--- config.mk ---
export PLATFORM = sky130hd
export DESIGN_NAME = muldiv_ctrl
export DESIGN_NICKNAME = d
export VERILOG_FILES = /design/src/rtl/muldiv_pkg.sv /design/src/rtl/muldiv_step.sv /design/src/rtl/muldiv_ctrl.sv
export SDC_FILE = /design/constraint.sdc
export NUM_CORES = 1
export LEC_CHECK = 0
export ABC_CLOCK_PERIOD_IN_PS = 4000
export CAP_MARGIN = 20
export CORE_MARGIN = 2
export CORE_UTILIZATION = 43
export CTS_BUF_LIST = sky130_fd_sc_hd__clkbuf_8
export DETAILED_ROUTE_END_ITERATION = 8
export DONT_BUFFER_PORTS = 1
export GPL_TIMING_DRIVEN = 0
export PLACE_DENSITY = 0.6
export SYNTH_ARGS = -nofsm -noshare
export SYNTH_HDL_FRONTEND = slang
export SYNTH_SLANG_ARGS = --single-unit
--- constraint.sdc ---
create_clock -name clk -period 4 [get_ports clk]
set_input_delay 0.8 -clock clk [delete_from_list [all_inputs] [get_ports clk]]
set_output_delay 0.8 -clock clk [all_outputs]
set_load 0.01 [all_outputs]
--- src/rtl/muldiv_pkg.sv ---
// muldiv_pkg: shared definitions for the iterative multiply/divide unit.
//   state_t   - controller states (IDLE, CALC, FIX)
//   WIDTH_DEF - default operand / HI / LO width
//   cnt_w()   - iteration counter width for a given operand width
//   CNT_W     - counter width at the default operand width
package muldiv_pkg;

    localparam int unsigned WIDTH_DEF = 32;

    function automatic int unsigned cnt_w(input int unsigned w);
        return (w > 1) ? $clog2(w) : 1;
    endfunction

    localparam int unsigned CNT_W = cnt_w(WIDTH_DEF);

    typedef enum logic [1:0] {
        IDLE = 2'd0,
        CALC = 2'd1,
        FIX  = 2'd2
    } state_t;

endpackage

--- src/rtl/muldiv_step.sv ---
// muldiv_step: one combinational iteration of the unsigned multiply/divide
// datapath.
//   mul0_div1_sel - 0: shift-add multiply step, 1: restoring divide step
//   acc           - upper half (partial product / partial remainder)
//   q             - lower half (multiplier bits / dividend-quotient bits)
//   opnd          - multiplicand or divisor magnitude
//   acc_nxt,q_nxt - state after this iteration
module muldiv_step
    import muldiv_pkg::*;
#(
    parameter int unsigned WIDTH = WIDTH_DEF
) (
    input  logic             mul0_div1_sel,
    input  logic [WIDTH-1:0] acc,
    input  logic [WIDTH-1:0] q,
    input  logic [WIDTH-1:0] opnd,
    output logic [WIDTH-1:0] acc_nxt,
    output logic [WIDTH-1:0] q_nxt
);

    logic [WIDTH:0] sum;
    logic [WIDTH:0] shifted;
    logic [WIDTH:0] diff;

    always_comb begin
        sum     = {1'b0, acc} + {1'b0, opnd};
        shifted = {acc, q[WIDTH-1]};
        diff    = shifted - {1'b0, opnd};
        acc_nxt = acc;
        q_nxt   = q;
        if (!mul0_div1_sel) begin
            // {acc,q} shifts right one place; the carry out of the add
            // becomes the new top bit of acc.
            if (q[0]) begin
                {acc_nxt, q_nxt} = {sum, q[WIDTH-1:1]};
            end else begin
                {acc_nxt, q_nxt} = {1'b0, acc, q[WIDTH-1:1]};
            end
        end else begin
            // diff[WIDTH] is the borrow: set means the trial subtract failed
            // and the shifted remainder is kept (restored).
            if (!diff[WIDTH]) begin
                acc_nxt = diff[WIDTH-1:0];
                q_nxt   = {q[WIDTH-2:0], 1'b1};
            end else begin
                acc_nxt = shifted[WIDTH-1:0];
                q_nxt   = {q[WIDTH-2:0], 1'b0};
            end
        end
    end

endmodule

--- src/rtl/muldiv_ctrl.sv ---
// muldiv_ctrl: iterative MIPS-style HI/LO multiply/divide unit.
// Operation takes WIDTH iterations in CALC plus one FIX cycle that applies
// sign correction and writes HI/LO. Divide by zero skips CALC.
// Optional build macro: MULDIV_MTHI_MTLO_EN adds MTHI/MTLO write ports.
// Ports:
//   clk, rst_n        - clock, asynchronous active-low reset
//   start             - EX-stage mult/div valid
//   mul0_div1_sel     - 0 multiply, 1 divide
//   unsigned_op       - 1 unsigned, 0 signed
//   rs_data, rt_data  - operands (rs dividend, rt divisor)
//   hilo_rd           - EX-stage MFHI/MFLO valid
//   hi0_lo1_sel       - read select, 0 HI, 1 LO
//   flush             - abort in-flight operation
//   hilo_wr, hilo_wr_sel, hilo_wr_data - MTHI/MTLO (macro builds only)
//   busy              - operation in flight
//   stall             - hold EX and earlier stages
//   hilo_rdata        - selected HI/LO register
//   done              - pulse in the cycle HI/LO are written
module muldiv_ctrl
    import muldiv_pkg::*;
#(
    parameter int unsigned WIDTH = WIDTH_DEF
) (
    input  logic             clk,
    input  logic             rst_n,
    input  logic             start,
    input  logic             mul0_div1_sel,
    input  logic             unsigned_op,
    input  logic [WIDTH-1:0] rs_data,
    input  logic [WIDTH-1:0] rt_data,
    input  logic             hilo_rd,
    input  logic             hi0_lo1_sel,
    input  logic             flush,
`ifdef MULDIV_MTHI_MTLO_EN
    input  logic             hilo_wr,
    input  logic             hilo_wr_sel,
    input  logic [WIDTH-1:0] hilo_wr_data,
`endif
    output logic             busy,
    output logic             stall,
    output logic [WIDTH-1:0] hilo_rdata,
    output logic             done
);

    localparam int unsigned CW = cnt_w(WIDTH);

    state_t           state;
    state_t           state_nxt;
    logic [CW-1:0]    cnt;
    logic [WIDTH-1:0] acc;
    logic [WIDTH-1:0] qreg;
    logic [WIDTH-1:0] opnd;
    logic [WIDTH-1:0] hi;
    logic [WIDTH-1:0] lo;
    logic             is_div;
    logic             neg_lo;
    logic             neg_hi;

    logic             load;
    logic             load_div0;
    logic             iter;
    logic             fix_wr;
    logic             rs_neg;
    logic             rt_neg;
    logic [WIDTH-1:0] rs_mag;
    logic [WIDTH-1:0] rt_mag;
    logic [WIDTH-1:0] acc_step;
    logic [WIDTH-1:0] q_step;
    logic [WIDTH-1:0] fix_hi;
    logic [WIDTH-1:0] fix_lo;
    logic [2*WIDTH-1:0] prod;
`ifdef MULDIV_MTHI_MTLO_EN
    logic             mt_wr;
`endif

    muldiv_step #(.WIDTH(WIDTH)) u_step (
        .mul0_div1_sel (is_div),
        .acc           (acc),
        .q             (qreg),
        .opnd          (opnd),
        .acc_nxt       (acc_step),
        .q_nxt         (q_step)
    );

    // Operand magnitudes and signs
    always_comb begin
        rs_neg = ~unsigned_op & rs_data[WIDTH-1];
        rt_neg = ~unsigned_op & rt_data[WIDTH-1];
        rs_mag = rs_neg ? (~rs_data + 1'b1) : rs_data;
        rt_mag = rt_neg ? (~rt_data + 1'b1) : rt_data;
    end

    // Sign correction of the magnitude result held in {acc,qreg}.
    // The signed-overflow divide needs no special case: its quotient
    // magnitude is 2^(WIDTH-1), which negates to itself.
    always_comb begin
        prod   = {acc, qreg};
        fix_hi = acc;
        fix_lo = qreg;
        if (!is_div) begin
            if (neg_lo) begin
                prod = ~prod + 1'b1;
            end
            {fix_hi, fix_lo} = prod;
        end else begin
            if (neg_lo) begin
                fix_lo = ~qreg + 1'b1;
            end
            if (neg_hi) begin
                fix_hi = ~acc + 1'b1;
            end
        end
    end

    // Next state and control strobes
    always_comb begin
        state_nxt = state;
        load      = 1'b0;
        load_div0 = 1'b0;
        iter      = 1'b0;
        fix_wr    = 1'b0;
        if (flush) begin
            state_nxt = IDLE;
        end else begin
            case (state)
                IDLE: begin
                    if (start) begin
                        if (mul0_div1_sel && (rt_data == '0)) begin
                            load_div0 = 1'b1;
                            state_nxt = FIX;
                        end else begin
                            load      = 1'b1;
                            state_nxt = CALC;
                        end
                    end
                end
                CALC: begin
                    iter = 1'b1;
                    if (cnt == '0) begin
                        state_nxt = FIX;
                    end
                end
                FIX: begin
                    fix_wr    = 1'b1;
                    state_nxt = IDLE;
                end
                default: begin
                    state_nxt = IDLE;
                end
            endcase
        end
    end

`ifdef MULDIV_MTHI_MTLO_EN
    assign mt_wr = (state == IDLE) && hilo_wr && !start && !flush;
`endif

    always_ff @(posedge clk or negedge rst_n) begin
        if (!rst_n) begin
            state  <= IDLE;
            cnt    <= '0;
            acc    <= '0;
            qreg   <= '0;
            opnd   <= '0;
            hi     <= '0;
            lo     <= '0;
            is_div <= 1'b0;
            neg_lo <= 1'b0;
            neg_hi <= 1'b0;
        end else begin
            state <= state_nxt;
            if (load) begin
                cnt    <= CW'(WIDTH - 1);
                is_div <= mul0_div1_sel;
                acc    <= '0;
                neg_lo <= rs_neg ^ rt_neg;
                neg_hi <= rs_neg;
                if (mul0_div1_sel) begin
                    qreg <= rs_mag;
                    opnd <= rt_mag;
                end else begin
                    qreg <= rt_mag;
                    opnd <= rs_mag;
                end
            end else if (load_div0) begin
                // FIX then writes HI = rs_data, LO = all-ones unchanged.
                is_div <= 1'b1;
                acc    <= rs_data;
                qreg   <= '1;
                neg_lo <= 1'b0;
                neg_hi <= 1'b0;
            end else if (iter) begin
                acc  <= acc_step;
                qreg <= q_step;
                if (cnt != '0) begin
                    cnt <= cnt - 1'b1;
                end
            end
            if (fix_wr) begin
                hi <= fix_hi;
                lo <= fix_lo;
            end
`ifdef MULDIV_MTHI_MTLO_EN
            else if (mt_wr) begin
                if (hilo_wr_sel) begin
                    lo <= hilo_wr_data;
                end else begin
                    hi <= hilo_wr_data;
                end
            end
`endif
        end
    end

    always_comb begin
        busy       = (state != IDLE);
        done       = fix_wr;
        hilo_rdata = hi0_lo1_sel ? lo : hi;
`ifdef MULDIV_MTHI_MTLO_EN
        stall = (busy && (hilo_rd || start || hilo_wr))
              || ((state == IDLE) && start && hilo_wr);
`else
        stall = busy && (hilo_rd || start);
`endif
    end

endmodule

* Word level (Yosys, flattened, before mapping)
Cells that the tools add are included. W data, S select, Z words.
Storage, ports and cells: RAM bits 0, latch bits 0, memories 0, bits in registers 170, logic and storage cells 94, ROM bits 0
Cells by class: add/subtract/negate cells 8, reduce and logical (&&, ||, !) cells 14, eq/ne operators 5, divide/modulo/power cells 0, shift-type cells 0, bitwise logic cells 9, magnitude comparators 0, multiplexer cells 48, multiply operators 0
Operators by type and width (count):
- $mux W32 | 20
- $add A32 B1 Y32 const B | 4
- $not A32 Y32 | 4
- $add A64 B1 Y64 const B | 1
- $mux W64 | 1
- $not A64 Y64 | 1
- $add A32 B32 Y33 | 1
- $sub A33 B32 Y33 | 1
- $logic_not A32 Y1 | 1
- $mux W5 | 4
- $mux W1 | 18
- $mux W2 | 4
- $reduce_bool A2 Y1 | 4
- $ne A3 B3 Y1 const B | 2
- $logic_not A5 Y1 | 1
- $reduce_bool A5 Y1 | 1
- $sub A5 B1 Y5 const B | 1
- $pmux W2 S2 | 1
- $reduce_and A3 Y1 | 1
- $reduce_bool A3 Y1 | 1
- $and A1 B1 Y1 | 2
- $eq A2 B1 Y1 const B | 1
- $eq A2 B2 Y1 const B | 1
- $logic_and A1 B1 Y1 | 2
- 6 further kinds | 6

* Longest topological paths before layout
Gate-level depths: netlist of run 1.
depth after elaboration 8, gate-level depth with buffers 14, depth with buffers taken out 12

* Hierarchy
A second synthesis of run 1 with hierarchy kept.
Unflattened totals: cells, all modules 1936, area, all modules 15574.9 um^2
Modules (own cells, without submodules):
- muldiv_ctrl | times used 1, cells an instance 1244, sequential area each 4254.1 um^2, area each 10727.8 um^2
- muldiv_step | times used 1, cells an instance 692, sequential area each 0.0 um^2, area each 4847.1 um^2

* Worst setup path before layout of run 1
No wires, ideal clock.
kind input to register, start in rs_data[8], end reg opnd[25], cell stages on the path 8, path buffers 0, required time 3.875 ns, arrival time 2.983 ns, setup time 0.125 ns, slack 0.892 ns, path through or4_4 > nor4_4 > or3b_1 > or3_4 > o31ai_4 > xor2_1 > mux2i_1 > mux2_4
Between the ends: cells in the longest elaborated chain, start to end 4
RTL lines:
- start, declared | RTL line muldiv_ctrl.sv:29 | input logic [WIDTH-1:0] rs_data,
- $not A32 Y32 | RTL line muldiv_ctrl.sv:89 | rs_mag = rs_neg ? (~rs_data + 1'b1) : rs_data;
- $add A32 B1 Y32 | RTL line muldiv_ctrl.sv:89
- $mux W32 | RTL line muldiv_ctrl.sv:89
- $mux W32 | RTL line muldiv_ctrl.sv:178 | if (mul0_div1_sel) begin
- end signal, assigned | RTL line muldiv_ctrl.sv:180 | opnd <= rt_mag;
- end signal, assigned | RTL line muldiv_ctrl.sv:183 | opnd <= rs_mag;
- end, declared | RTL line muldiv_ctrl.sv:52 | logic [WIDTH-1:0] opnd;
No other way between the ends. A chain may end at the register's enable or synchronous reset.

* Worst setup path after layout of run 1
start reg qreg[31], end reg acc[17]
Between the ends: cells in the longest elaborated chain, start to end 6
RTL lines:
- start, declared | RTL line muldiv_ctrl.sv:51 | logic [WIDTH-1:0] qreg;
- start signal, assigned | RTL line muldiv_ctrl.sv:179 | qreg <= rs_mag;
- start signal, assigned | RTL line muldiv_ctrl.sv:182 | qreg <= rt_mag;
- start signal, assigned | RTL line muldiv_ctrl.sv:194 | qreg <= q_step;
- $sub A33 B32 Y33 | RTL line muldiv_step.sv:28 | diff = shifted - {1'b0, opnd};
- $mux W32 | RTL line muldiv_step.sv:42 | if (!diff[WIDTH]) begin
- $mux W32 | RTL line muldiv_step.sv:31 | if (!mul0_div1_sel) begin
- $mux W32 | RTL line muldiv_ctrl.sv:192 | end else if (iter) begin
- $mux W32 | RTL line muldiv_ctrl.sv:185 | end else if (load_div0) begin
- $mux W32 | RTL line muldiv_ctrl.sv:172 | if (load) begin
- end signal, assigned | RTL line muldiv_ctrl.sv:188 | acc <= rs_data;
- end signal, assigned | RTL line muldiv_ctrl.sv:193 | acc <= acc_step;
- end, declared | RTL line muldiv_ctrl.sv:50 | logic [WIDTH-1:0] acc;
No other way between the ends. The select of a mux whose other input is x is not followed.

==> results of run 1 <==
==> how the worst max path moves through the flow <==
stage / from / endpoint / cells past startpoint
6_report: qreg[31] / acc[17] / 13
5_1_grt: qreg[0] / hi[28] / 12
4_1_cts: qreg[0] / hi[10] / 12
3_5_place_dp: acc[0] / acc[13] / 13
3_3_place_gp: acc[0] / acc[17] / 12
2_1_floorplan: rs_data[8] / opnd[25] / 8
==> area by class of cell <==
type / instances / area share, %
repair buffers: 2 / 0.291
clock buffers: 18 / 1.52
well taps: 461 / 3.53
inverters: 62 / 1.42
plain buffers: 116 / 2.80
clock inverters: 13 / 0.965
diodes: 1 / 0.0153
flip-flops and latches: 170 / 26.1
multi-input cells: 1595 / 63.4
==> through the flow <==
stage               setup slack, ns  hold WS [ns]  utilization (%)
detailed placement           -0.122         0.467             44.9
finish                        0.122         0.151             46.3
global route                -0.0118         0.153             46.3
floorplan                     0.892         0.444                -
CTS                          0.0201         0.147             46.3
global placement             -0.156         0.458             44.9
==> critical path, cell delays in order, from the launching register on <==
cell and delay [ns]:
dfrtp_2 0.47, inv_1 0.18, ha_1 0.30, fa_1 0.39
nand2b_1 0.21, a21o_1 0.24, a31oi_2 0.25, o21ai_1 0.18
a21oi_2 0.22, xor2_2 0.30, buf_4 0.29, buf_4 0.27
mux2i_1 0.30, a22oi_1 0.13
==> power by group <==
group / switching (mW) / leakage, nW / total, mW / internal (mW)
Clock: 0.784 / 0.208 / 1.37 / 0.588
Sequential: 1.10 / 2.11 / 3.48 / 2.38
Combinational: 5.03 / 4.34 / 7.97 / 2.94
Total: 6.92 / 6.66 / 12.8 / 5.91
==> state kept, by name, summed over array words and instances, names as in the netlist <==
name,cells
acc,32
hi,32
lo,32
opnd,32
qreg,32
cnt,5
state,2
is_div,1
neg_hi,1
neg_lo,1
==> cells by family after synthesis <==
family                     share of synthesized area, %
AOI/OAI and AO/OA                                  26.4
xor gates and xnor gates                           10.0
DFF                                                27.8
buffers and inverters                              4.52
muxes                                              7.53
and+or+nand+nor                                    17.7
adders and majority gates                          5.99
==> repair_timing <==
action	4_1_cts	5_1_grt
gates resized for setup	4	3
hold buffers	2	0
setup endpoints to repair	12	33
buffers inserted	0	0
hold endpoints to repair	136	0
pin swaps	0	0
==> cell usage in the layout, fill, tap and decap left out, types with 13 or more instances in the layout <==
cell      count
a211oi_1     35
a21o_1       24
a21oi_1     176
a31oi_1      23
clkbuf_1     95
clkbuf_8     18
dfrtp_1     167
ha_1         70
inv_1        62
mux2_2       44
mux2i_1      64
nand2_1     233
nand2b_1     21
nand3_1      20
nand4_1      13
nor2_1      151
nor3_1       29
o211ai_1     16
o21ai_0     235
o31ai_1      32
o41ai_1      13
or3_1        14
xnor2_1      69
xor2_1      105
==> layer usage <==
| layer | wire length, um | vias to the layer above | track usage (%) | part of all wire, % |
|---|---|---|---|---|
| met5 | 0 | - | 0 | 0 |
| met4 | 3790 | 0 | 18.8 | 6.0 |
| met3 | 5960 | 167 | 8.11 | 9.4 |
| met2 | 27500 | 758 | 52.6 | 43 |
| met1 | 26200 | 7583 | 44.6 | 41 |
| li1 | - | 7088 | - | - |
==> reports/metrics.cfg, run 1 <==
[clocking]
cts_root_buf=clkbuf_8
clkTransAtPathRegs_ns=0.10
cts_made_buffers=17
cts.path.max_buffers=2
clk_latency_ns=0.51
ctsHtreeMaxLevel=4
clock_sinks=170
cts_tree=built

[synth]
ys_warn_count=0
yosysSeqAreaShare_pct=27.8
syn_nets=2088
synth_edf_count=0
synthTopCellsByArea=dfrtp_1 28%, o21ai_0 7.7%, xor2_1 6.1%
synth_flop_cell=dfrtp_1
yosys.area.top_type=dfrtp_1
syn_avg_cell_area_um2=7.87
yosysTopAreaCellShare_pct=27.8
netlist_top_cells_count=235 x o21ai_0, 233 x nand2_1, 177 x a21oi_1
synthCells=1944
synth.most_common_cell=o21ai_0
netlist_area_um2=15300
synth_cell_types=83
ys_ff_latch=170
ys_async_sr_fraction_pct=100

[worst_setup_path]
r2r_end=acc[17]
start_kind=flip-flop
crit_required_ns=4.37
worstPathMaxFanout=10
r2r_slack_ns=0.12
cp-end-kind=flip-flop
crit_type=reg2reg
worstPathArrival_ns=4.25
reg2reg_depth=13
r2r-start=qreg[31]

[floorplan]
die_x_um=193
die_y_um=193
fp-row-count=69
core_area_um2=35300
start_util_pct=43.3
pin_count=107
die_area_um2=37100

[global_routing]
grt_max_degree=137
grt.overflow.total=0
grt_use_total_pct=34.3
grt_pass1_wl_um=93800
grt_pass1_vias=14700
antenna_found_initial=1

[place]
gp_routability_congestion=0.985
dp_hpwl_um=50000
dp.cells=2405
place_area_um2=15900
port-buffer-count=0

[power_and_ir_drop]
finalPower_mw=12.8
worst_ir_drop_vdd_mv=0.513
leakage_nw=6.66
power.density_nw_per_um2=785

[sta]
slew_headroom_pct=24.8
layout_min_cycle_time_ns=3.88
hold_violations=0
max_clock_freq_mhz=258
skew_ns=0.0328
rsz0062_at_grt=yes
drv_slew=0
finalSetupViolCount=0
setup_tns_ns=0
fin_crit_sh_pct=96.9
tightest_slew_ns=1.12

[cells_and_area]
final_cells=2438
drive_gt1_share_pct=6.17
area_growth_pct=6.88
final_area_um2=16300
multi_input_area_um2=10400
n_fill_cell=3592
register_area_um2=4260
nets=2108

[run]
drv_cap=0

[drt]
drt-pass1-iter-count=6
wirelength_um=63400
vias=15600
wire_per_inst_um=26.0
avgViaCountPerCell=6.40
dr.first_iter.drc_count=1604
ant_nets=0
drc_errors=0

[status]
status=finished, final reports clean

[min_path]
worstHoldPathType=in2async

(Power assumes the default switching activity.)
==> inputs of run 2 (changes only) <==
==> constraint.sdc (replaced) <==
create_clock -name clk -period 4 [get_ports clk]
set_input_delay 0.8 -clock clk [delete_from_list [all_inputs] [get_ports clk]]
set_output_delay 0.8 -clock clk [all_outputs]
set_load 0.005 [all_outputs]
==> results of run 2 <==
The final DEF is identical to that of run 1. Status: finished, final reports clean.
